**config.mk**
```make
export PLATFORM = sky130hd
export DESIGN_NAME = axis_word_packer
export DESIGN_NICKNAME = d
export VERILOG_FILES = /design/src/rtl/axis_word_packer.sv
export SDC_FILE = /design/constraint.sdc
export NUM_CORES = 1
export LEC_CHECK = 0
export ABC_AREA = 1
export BUFFER_PORTS_ARGS = -buffer_cell sky130_fd_sc_hd__buf_2
export CAP_MARGIN = 15
export CORE_MARGIN = 2
export CORE_UTILIZATION = 38
export DETAILED_ROUTE_END_ITERATION = 8
export SLEW_MARGIN = 10
export SYNTH_ARGS = -nofsm -noshare
export SYNTH_HDL_FRONTEND = slang
export SYNTH_SLANG_ARGS = --single-unit
```
**constraint.sdc**
```tcl
create_clock -name clk_in -period 2.1 [get_ports clk_in]
set_input_delay 0.42 -clock clk_in [delete_from_list [all_inputs] [get_ports clk_in]]
set_output_delay 0.42 -clock clk_in [all_outputs]
set_load 0.03 [all_outputs]
```
**src/rtl/axis_word_packer.sv**
```systemverilog
// axis_word_packer: packs WORD_W-bit words into WORDS-slot phrases with keep/tuser/tlast and a registered output stage.
module axis_word_packer #(
  parameter int WORD_W = 16,
  parameter int WORDS = 8,
  parameter int MSB_FIRST = 1
) (
  input  logic                      clk_in,
  input  logic                      rst_in,
  input  logic                      valid_in,
  output logic                      ready_in,
  input  logic [WORD_W-1:0]         data_in,
  input  logic                      newframe_in,
  input  logic                      last_in,
  output logic                      valid_out,
  input  logic                      ready_out,
  output logic [WORD_W*WORDS-1:0]   data_out,
  output logic [WORDS-1:0]          keep_out,
  output logic                      tuser_out,
  output logic                      tlast_out
);
  localparam int PHRASE_W = WORD_W * WORDS;
  localparam int CW = $clog2(WORDS + 1);
  logic [WORD_W-1:0] slot [WORDS];
  logic [CW-1:0] cnt, wr_idx;
  logic first_user, closed, full, busy, out_free, flush_req, move, accept;
  logic [PHRASE_W-1:0] phrase;
  logic [WORDS-1:0] keep;
  always_comb begin
    full = cnt == CW'(WORDS);
    busy = cnt != '0;
    out_free = ~valid_out | ready_out;
    flush_req = valid_in & newframe_in & busy;
    move = busy & (full | closed | flush_req) & out_free;
    ready_in = move | (~full & ~closed & ~(newframe_in & busy));
    accept = valid_in & ready_in;
    wr_idx = move ? '0 : cnt;
  end
  for (genvar i = 0; i < WORDS; i++) begin : g_slot
    assign phrase[(MSB_FIRST != 0 ? WORDS - 1 - i : i) * WORD_W +: WORD_W] = slot[i];
    assign keep[i] = cnt > CW'(i);
  end
  // A word arriving in a move cycle lands in slot 0 of the freshly cleared assembly.
  always_ff @(posedge clk_in) begin
    if (rst_in) begin
      valid_out <= 1'b0;
      data_out <= '0;
      keep_out <= '0;
      tuser_out <= 1'b0;
      tlast_out <= 1'b0;
      cnt <= '0;
      first_user <= 1'b0;
      closed <= 1'b0;
      for (int i = 0; i < WORDS; i++) slot[i] <= '0;
    end else begin
      if (move) begin
        valid_out <= 1'b1;
        data_out <= phrase;
        keep_out <= keep;
        tuser_out <= first_user;
        tlast_out <= closed;
      end else if (ready_out) begin
        valid_out <= 1'b0;
      end
      for (int i = 0; i < WORDS; i++)
        slot[i] <= (accept && wr_idx == CW'(i)) ? data_in : (move ? '0 : slot[i]);
      cnt <= accept ? wr_idx + 1'b1 : (move ? '0 : cnt);
      closed <= accept ? last_in : (move ? 1'b0 : closed);
      first_user <= (accept && wr_idx == '0) ? newframe_in : (move ? 1'b0 : first_user);
    end
  end
endmodule

```
==> results of run 1 <==
cell type report:
cell class	count	area, um^2
Clock inverter	6	37.5
Timing Repair Buffer	190	1140
Fill cell	2645	14000
Inverter	24	108
Tap cell	335	419
Multi-Input combinational cell	856	3920
Clock buffer	43	848
Sequential cell	273	5470
worst max-delay path by stage:
stage,startpoint,end,slack (ns),cells after the start
after floorplan,valid_out,slot[0][21],0.01,12
after global placement,cnt[3],slot[0][44],0.14,12
after detailed placement,newframe_in,slot[0][24],0.10,12
after CTS,cnt[1],ready_in,0.02,6
after global routing,cnt[3],ready_in,-0.03,8
final,cnt[3],ready_in,0.06,8
layer usage:
layer  GRT usage [%]  share of wire (%)  wire (um)  up-vias
met5               0                  0          0        -
met4            4.50                1.7        478        0
met3            2.71                6.2       1730       32
met2            28.7                 44      12300      248
met1            29.0                 48      13400     4129
li1                -                  -          -     4368
registers in the layout (all words and copies together) (netlist names):
signal and cells:
tuser_out 1, data_out 128, tlast_out 1, cnt 4, keep_out 8, slot 128, first_user 1, closed 1
valid_out 1
metrics by stage:
step / setup WS, ns / cell area (um^2)
finish: 0.0635 / 11900
global route: -0.0348 / 11900
CTS: 0.0152 / 11900
detailed placement: 0.103 / 11000
global placement: 0.144 / 11000
floorplan: 0.0146 / 10000
cell families (layout without fill, tap and decap cells):
| kind of cell | Yosys count | count (layout) |
|---|---|---|
| fa+ha+maj | 2 | 2 |
| flops | 273 | 273 |
| buf+inv | 133 | 263 |
| simple gates | 576 | 576 |
| compound gates | 278 | 278 |
power by group through the flow:
| stage | Sequential, mW | Clock (mW) | Combinational (mW) |
|---|---|---|---|
| after floorplan | 5.48 | 0 | 0.758 |
| after global placement | 5.44 | 0 | 1.08 |
| after detailed placement | 5.44 | 0 | 1.08 |
| after CTS | 5.33 | 4.86 | 1.10 |
| after global routing | 5.34 | 5.11 | 1.19 |
| final | 5.33 | 4.76 | 1.10 |
repair_timing:
action	in CTS	in global routing
pin swaps	1	1
setup endpoints to repair	1	83
buffers inserted	1	1
gates resized for setup	8	9
worst max-delay path, cell delays in order, from the launching register on:
cell and delay [ns]:
dfxtp_4 0.38, inv_4 0.04, nor2_4 0.09, nand2_2 0.07
nand3_2 0.08, nand3_4 0.09, buf_6 0.15, nand2_4 0.06
buf_6 0.13
cell usage in the layout, fill, tap and decap left out, types with 3 or more instances in the layout:
cell type	n
o21ai_0	6
inv_4	3
buf_12	7
clkbuf_1	7
inv_1	17
nand2_4	5
buf_6	5
buf_4	18
nand2_2	3
clkbuf_8	8
nor2_4	6
nand2_1	399
dfxtp_1	271
a21oi_1	268
clkinv_2	6
buf_2	159
clkbuf_16	29
nand3_1	148
nor2_1	7
==> reports/qor.txt, run 1 <==
Status -> finished, final reports clean
Main combinational cell family by area after synthesis -> simple AND/OR/NAND/NOR gates
Pin slew with the least headroom to its limit -> 0.606 ns
Clock Tree Buf Depth -> 3
DPL Wire Length -> 16.9 mm
R2r worst-path depth -> 14
Count leader, synth -> nand2_1
Total grt overflow -> 0
P_int -> 8.31 mW
CTS Root Cell -> clkbuf_16
CP Class -> reg2out
Mux share of post-synthesis cell area -> 0%
Core area -> 0.0260 mm^2
Largest cells by area after synthesis -> dfxtp_1 54%, nand2_1 15%, a21oi_1 13%, nand3_1 7.4%, buf_2 2.8%
Total power -> 11.2 mW
RSZ-0062 raised after global routing -> yes
Non-filler cells, final -> 1,727
CP Data Required Time -> 1.68 ns
N_diodes -> 0
Synth cell count leaders -> 401 x nand2_1, 273 x dfxtp_1, 268 x a21oi_1
Die Y -> 166 um
Clock Sinks -> 273
Avg Vias per Cell -> 5.08
Pwr dens -> 938 mW/mm^2
Synthesized flop and latch total -> 273
Post-Synth Simple-Gate Area -> 24.7%
FF-to-FF End -> slot[1][18]
TritonCTS clock tree -> built
Worst-path fanout max -> 6
H-tree depth -> 1
Ys flop type -> dfxtp_1
Total Wirelength -> 27.9 mm
Post-Synth XOR/XNOR Area -> 0%
Worst-path clk slew -> 0.06 ns
Initial core utilization -> 38.6%
Sw frac -> 25.8%
CTS buffer count -> 29
Share of async-settable or async-resettable flops after synthesis -> 0%
Peak VDD IR -> 0.513 mV
Detail Route Antenna Nets -> 0
Layout Nets -> 1,398
Register-to-register setup slack -> 0.13 ns
Clock insertion delay at the later pin of the skew report -> 0.54 ns
Critical Path Sink Type -> output port
Arrival @ worst endpoint -> 1.62 ns
Top cell type's share of synthesized area -> 54.5%
First-pass GRT wire length -> 43.3 mm
Hold Path Class -> in2reg
Peak Freq -> 491 MHz
Static Leakage -> 4.52 nW
Clk_skew -> 0.0197 ns
Fin. Hold Viols -> 0
YS warnings -> 0
P&R area growth vs syn -> 19.0%
Mapped cell area -> 0.0100 mm^2
Hold Path Stages -> 3
Initial antenna violation count -> 0
Pins Over Slew Limit -> 0
Syn nets -> 1,286
Synthesized-area fraction occupied by adder cells -> 0.249%
Port Buffer Count -> 161
Placed cell count -> 1,676
Layout cells sized above 1 -> 18.8%
Seq/Total Area, Yosys -> 54.5%
Tcrit/Tclk final -> 97.0%
Number of flops mapped to enable cells by yosys -> 0
Final setup viols -> 0
Min cycle time layout -> 2.04 ns
DRT iter0 DRCs -> 1,053
Hold Buf Count CTS -> 0
Final Util -> 46.0%
Max-cap check violation count -> 0
Routed vias -> 8,777
DIE WIDTH -> 166 um
Synth unique cells -> 30
Gpl congestion -> 0.818
Area fraction in compound gates after synthesis -> 13.9%
Pin count of the biggest net entering global routing -> 144
Psw -> 2.89 mW
Synth area leader -> dfxtp_1
Worst r2r src -> cnt[3]
Slew Limit Headroom -> 59.6%
Overall Global Routing Usage -> 19.1%
Setup crit start kind -> flop
Top Ports -> 162
Full die area -> 0.0277 mm^2
Site Rows -> 59
Final hold slack -> 0.140 ns
Hold Startpoint -> last_in
Hold worst-path end -> closed
Post-Synthesis Cells -> 1,262
Combinational power share -> 9.8%
DR pass1 iterations -> 5
Vias in the first global route -> 7,828
Clock Power Share -> 42.5%
Setup_tns -> 0 ns
Wirelength per Cell -> 16.2 um
Syn Area/Cell -> 7.95 um^2
Sequential power share -> 47.6%
DRC viols -> 0
No activity file was read; power rests on OpenSTA's default activity.
==> run 2, diff against run 1 <==
==> constraint.sdc (replaced) <==
create_clock -name clk_in -period 2.55 [get_ports clk_in]
set_input_delay 0.51 -clock clk_in [delete_from_list [all_inputs] [get_ports clk_in]]
set_output_delay 0.51 -clock clk_in [all_outputs]
set_load 0.03 [all_outputs]
==> reports/qor.txt, run 2 (synthesis results as in run 1) <==
Total Wirelength -> 28.3 mm (was 27.9 mm)
Gpl congestion -> 0.811 (was 0.818)
CTS buffer count -> 29 (unchanged)
P_int -> 7.15 mW (was 8.31 mW)
Area of the multi-input gates -> 0.00390 mm^2 (was 0.00392 mm^2)
Clock Sinks -> 273 (unchanged)
P&R area growth vs syn -> 18.9% (was 19.0%)
Critical Path Sink Type -> output port (unchanged)
CP Data Required Time -> 2.04 ns (was 1.68 ns)
Tcrit/Tclk final -> 92.3%
Final setup viols -> 0 (unchanged)
Total grt overflow -> 0 (unchanged)
Pin slew with the least headroom to its limit -> 1.02 ns (was 0.606 ns)
Fin. Hold Viols -> 0 (unchanged)
Clock insertion delay at the later pin of the skew report -> 0.55 ns (was 0.54 ns)
RSZ-0062 raised after global routing -> no (was yes)
Fill count -> 2,606 (was 2,645)
Worst-path clk slew -> 0.06 ns (about the same)
Post-CTS resize count -> 0 (was 8)
Slew Limit Headroom -> 31.7% (was 59.6%)
Peak VDD IR -> 0.641 mV (was 0.513 mV)
DIE WIDTH -> 166 um (unchanged)
Full die area -> 0.0277 mm^2 (unchanged)
N_diodes -> 0 (unchanged)
Psw -> 2.42 mW (was 2.89 mW)
Total power -> 9.56 mW (was 11.2 mW)
Sw frac -> 25.3% (was 25.8%)
Pwr dens -> 802 mW/mm^2 (was 938 mW/mm^2)
Static Leakage -> 4.52 nW (about the same)
Initial antenna violation count -> 0 (unchanged)
Sequential power share -> 45.9% (was 47.6%)
Pin count of the biggest net entering global routing -> 102 (was 144)
Site Rows -> 59 (unchanged)
Initial core utilization -> 38.6% (unchanged)
Wirelength per Cell -> 16.4 um (was 16.2 um)
Most frequent cells in the layout -> 401 x nand2_1, 273 x dfxtp_1, 268 x a21oi_1, 160 x buf_2, 148 x nand3_1 (was 399 x nand2_1, 271 x dfxtp_1, 268 x a21oi_1, 159 x buf_2, 148 x nand3_1)
Placed cell count -> 1,671 (was 1,676)
Status -> finished, final reports clean (unchanged)
Core area -> 0.0260 mm^2 (unchanged)
H-tree depth -> 1 (unchanged)
DRT iter0 DRCs -> 824 (was 1,053)
Peak Freq -> 425 MHz
Hold Buf Count CTS -> 0 (unchanged)
Setup_tns -> 0 ns (unchanged)
Top Ports -> 162 (unchanged)
Combinational power share -> 9.3% (was 9.8%)
Largest registers -> data_out (128), slot (128), keep_out (8) (unchanged)
Clock Tree Buf Depth -> 3 (unchanged)
First-pass GRT wire length -> 43.7 mm (was 43.3 mm)
Die Y -> 166 um (unchanged)
Max-cap check violation count -> 0 (unchanged)
DPL Wire Length -> 17.4 mm (was 16.9 mm)
CTS Root Cell -> clkbuf_16 (unchanged)
Clock Power Share -> 44.8% (was 42.5%)
Min cycle time layout -> 2.35 ns
TritonCTS clock tree -> built (unchanged)
Worst-path fanout max -> 6 (unchanged)
Arrival @ worst endpoint -> 1.84 ns (was 1.62 ns)
Port Buffer Count -> 161 (unchanged)
Routed vias -> 8,801 (was 8,777)
Layout cells sized above 1 -> 18.3% (was 18.8%)
Hold Path Class -> in2reg (unchanged)
Detail Route Antenna Nets -> 0 (unchanged)
Post-CTS Setup Inserts -> 0 (was 1)
Pins Over Slew Limit -> 0 (unchanged)
Setup crit start kind -> flop (unchanged)
DRC viols -> 0 (unchanged)
Storage element area -> 0.00547 mm^2 (about the same)
Avg Vias per Cell -> 5.11 (was 5.08)
Overall Global Routing Usage -> 19.4% (was 19.1%)
Non-filler cells, final -> 1,723 (was 1,727)
Clk_skew -> 0.0135 ns (was 0.0197 ns)
Most common cell after layout, fill and taps aside -> nand2_1 (unchanged)
Vias in the first global route -> 7,851 (was 7,828)
DR pass1 iterations -> 5 (unchanged)
CP Class -> reg2out (unchanged)
Layout Nets -> 1,391 (was 1,398)
## run 2: cell types whose count changed in the layout (fill, tap and decap cells not counted), sizes merged
cell / before / now
buf: 189 / 182
bufinv: 0 / 2
clkbuf: 44 / 45
clkinvlp: 0 / 1
inv: 23 / 22
## run 2: cell type report
cell class / count / area share [%]
flip-flops and latches: 273 / 45.8
multi-input cells: 856 / 32.7
repair buffers: 183 / 8.84
clock buffers: 44 / 7.48
well taps: 335 / 3.51
inverters: 24 / 0.871
clock inverters: 8 / 0.808
## run 2: worst paths after layout
kind / start / endpoint / slack [ns] / cells past startpoint
min reg2reg: slot[1][30] / data_out[46] / 0.45 / 2
max reg2reg: cnt[3] / slot[1][42] / 0.29 / 12
max: cnt[3] / ready_in / 0.20 / 6
min: last_in / closed / 0.22 / 3
## run 2: power by group through the flow
stage          combinational [mW]  clock, mW  sequential (mW)
2_1_floorplan               0.624          0             4.51
3_3_place_gp                0.884          0             4.49
3_5_place_dp                0.884          0             4.49
5_1_grt                     0.959       4.57             4.40
4_1_cts                     0.886       4.38             4.39
6_report                    0.885       4.29             4.39
## run 2: worst max-delay path, cell delays in order, from the launching register on
cell and delay (ns):
dfxtp_1 0.36, nor2_2 0.20, nand2_1 0.19, nand2_1 0.10, nand3_1 0.11, nand2_4 0.13
buf_2 0.22
## run 2: metrics by stage
step | setup slack [ns] | hold WS [ns] | util, % | cell area [um^2]
floorplan | 0.465 | 0.439 | - | 10000
global placement | 0.318 | 0.447 | 42.1 | 10900
detailed placement | 0.278 | 0.453 | 42.1 | 10900
CTS | 0.193 | 0.206 | 45.9 | 11900
global route | 0.00952 | 0.231 | 45.9 | 11900
finish | 0.196 | 0.223 | 45.9 | 11900
## run 2: metal layers
layer,global-route usage (%),wire [um],vias up
met1,29.2,13500,4120
li1,-,-,4350
met3,3.47,1980,41
met2,28.8,12300,290
met5,0,0,-
met4,4.31,489,0
==> run 3, diff against run 2 <==
--- a/config.mk
+++ b/config.mk
@@ -11,6 +11,8 @@
 export CORE_MARGIN = 2
 export CORE_UTILIZATION = 38
 export DETAILED_ROUTE_END_ITERATION = 8
+export HOLD_SLACK_MARGIN = 0.1
+export PLACE_DENSITY = 0.56
 export SLEW_MARGIN = 10
 export SYNTH_ARGS = -nofsm -noshare
 export SYNTH_HDL_FRONTEND = slang
==> reports/qor.txt, run 3 (synthesis results as in run 1) <==
Status -> finished, final reports clean (unchanged)
Vias in the first global route -> 7,979 (was 7,851)
Max-cap check violation count -> 0 (unchanged)
Min cycle time layout -> 2.30 ns (was 2.35 ns)
Pin count of the biggest net entering global routing -> 102 (unchanged)
Layout Nets -> 1,387 (was 1,391)
H-tree depth -> 1 (unchanged)
DPL Wire Length -> 17.1 mm (was 17.4 mm)
Top Ports -> 162 (unchanged)
Most frequent cells in the layout -> 401 x nand2_1, 273 x dfxtp_1, 268 x a21oi_1, 160 x buf_2, 148 x nand3_1 (unchanged)
Initial antenna violation count -> 0 (unchanged)
Gpl congestion -> 0.827 (was 0.811)
DRC viols -> 0 (unchanged)
Largest registers -> data_out (128), slot (128), keep_out (8) (unchanged)
Total power -> 9.36 mW (was 9.56 mW)
Site Rows -> 59 (unchanged)
Die Y -> 166 um (unchanged)
Tcrit/Tclk final -> 90.1% (was 92.3%)
DRT iter0 DRCs -> 860 (was 824)
CTS Root Cell -> clkbuf_16 (unchanged)
First-pass GRT wire length -> 44.5 mm (was 43.7 mm)
Detail Route Antenna Nets -> 0 (unchanged)
Most common cell after layout, fill and taps aside -> nand2_1 (unchanged)
Full die area -> 0.0277 mm^2 (unchanged)
Worst-path fanout max -> 6 (unchanged)
Initial core utilization -> 38.6% (unchanged)
Layout cells sized above 1 -> 17.6% (was 18.3%)
Critical Path Sink Type -> output port (unchanged)
Overall Global Routing Usage -> 19.7% (was 19.4%)
N_diodes -> 0 (unchanged)
Register-to-register setup slack -> 0.37 ns (was 0.29 ns)
Post-CTS resize count -> 0 (unchanged)
DIE WIDTH -> 166 um (unchanged)
FF-to-FF End -> slot[1][42] (unchanged)
Final setup margin -> 0.253 ns (was 0.196 ns)
Worst r2r src -> cnt[3] (unchanged)
Slew Limit Headroom -> 33.3% (was 31.7%)
Hold Path Class -> in2reg (unchanged)
Cell mode on critical path -> nand2_1 (unchanged)
CTS buffer count -> 29 (unchanged)
Port Buffer Count -> 161 (unchanged)
Setup_tns -> 0 ns (unchanged)
Crit path cell chain -> nor2_2 -> nand2_1 -> nand2_1 -> nand3_1 -> nand2_4 -> buf_2 (unchanged)
Final setup viols -> 0 (unchanged)
Total Wirelength -> 28.6 mm (was 28.3 mm)
Static Leakage -> 4.46 nW (was 4.52 nW)
Critical path startpoint -> cnt[3] (unchanged)
Hold Buf Count CTS -> 0 (unchanged)
CP Class -> reg2out (unchanged)
Clk_skew -> 0.0102 ns (was 0.0135 ns)
Fin. Hold Viols -> 0 (unchanged)
Routed vias -> 8,736 (was 8,801)
Post-CTS Setup Inserts -> 0 (unchanged)
Total grt overflow -> 0 (unchanged)
Setup crit start kind -> flop (unchanged)
RSZ-0062 raised after global routing -> no (unchanged)
Setup crit end -> ready_in (unchanged)
Worst-path clk slew -> 0.06 ns (about the same)
Peak Freq -> 435 MHz (was 425 MHz)
Peak VDD IR -> 0.473 mV (was 0.641 mV)
Placement Setup Slack -> 0.271 ns (was 0.278 ns)
Worst stage delay on the critical path -> 0.36 ns (about the same)
DR pass1 iterations -> 5 (unchanged)
CP Data Required Time -> 2.04 ns (about the same)
Clock insertion delay at the later pin of the skew report -> 0.54 ns (was 0.55 ns)
Clock Tree Buf Depth -> 3 (unchanged)
Core area -> 0.0260 mm^2 (unchanged)
Arrival @ worst endpoint -> 1.79 ns (was 1.84 ns)
Avg Vias per Cell -> 5.09 (was 5.11)
TritonCTS clock tree -> built (unchanged)
Pin slew with the least headroom to its limit -> 1.00 ns (was 1.02 ns)
Pwr dens -> 791 mW/mm^2 (was 802 mW/mm^2)
Highest-delay cell along the critical path -> dfxtp_1 (unchanged)
Pins Over Slew Limit -> 0 (unchanged)
R2r worst-path depth -> 14 (was 12)
Clock Sinks -> 273 (unchanged)
Wirelength per Cell -> 16.7 um (was 16.4 um)
P&R area growth vs syn -> 17.9% (was 18.9%)
## run 3: cell types whose count changed in the layout (fill, tap and decap cells not counted)
cell / before / now
buf_4: 16 / 12
bufinv_16: 2 / 1
clkbuf_1: 4 / 8
clkbuf_8: 12 / 10
clkinv_2: 7 / 4
clkinv_4: 0 / 1
clkinvlp_4: 1 / 0
inv_6: 1 / 0
## run 3: cell type report
type / instances / area [um^2]
clock buffers: 46 / 880
clock inverters: 3 / 43.8
fillers: 2680 / 14200
inverters: 24 / 104
multi-input cells: 856 / 3900
flip-flops and latches: 273 / 5470
well taps: 335 / 419
repair buffers: 179 / 1020
## run 3: critical path, delay by kind of cell, from the launching register on
family	cells	cell delay (ns)
AND/OR/NAND/NOR	5	0.67
flip-flops	1	0.36
buffers and inverters	1	0.22
## run 3: per-stage QoR
step                instance area [um^2]  util, %  hold slack, ns  instances
global route                       11800     45.5           0.236       1716
CTS                                11800     45.5           0.225       1716
finish                             11800     45.5           0.242       1716
detailed placement                 10900     42.0           0.452       1667
floorplan                          10000        -           0.439       1262
global placement                   10900     42.0           0.448       1667
## run 3: worst min-delay path by stage
stage / from / end / slack, ns / depth (start not counted)
after floorplan: slot[0][48] / slot[0][48] / 0.44 / 2
after CTS: last_in / closed / 0.23 / 3
after global routing: last_in / closed / 0.24 / 3
final: last_in / closed / 0.24 / 3
after global placement: slot[1][25] / data_out[41] / 0.45 / 2
after detailed placement: slot[1][25] / data_out[41] / 0.45 / 2
## run 3: where the power goes
part / internal, mW / total, mW / switching (mW) / leakage [nW]
clock: 2.44 / 4.09 / 1.66 / 0.454
sequential: 4.35 / 4.39 / 0.0473 / 2.20
combinational: 0.192 / 0.876 / 0.684 / 1.80
## run 3: layer usage
layer / track usage (%) / wire length [um] / part of all wire (%) / vias to the layer above
met1: 29.7 / 13700 / 48 / 4106
met5: 0 / 0 / 0 / -
met2: 29.8 / 12700 / 45 / 247
li1: - / - / - / 4344
met3: 2.88 / 1760 / 6.1 / 39
met4: 4.54 / 464 / 1.6 / 0
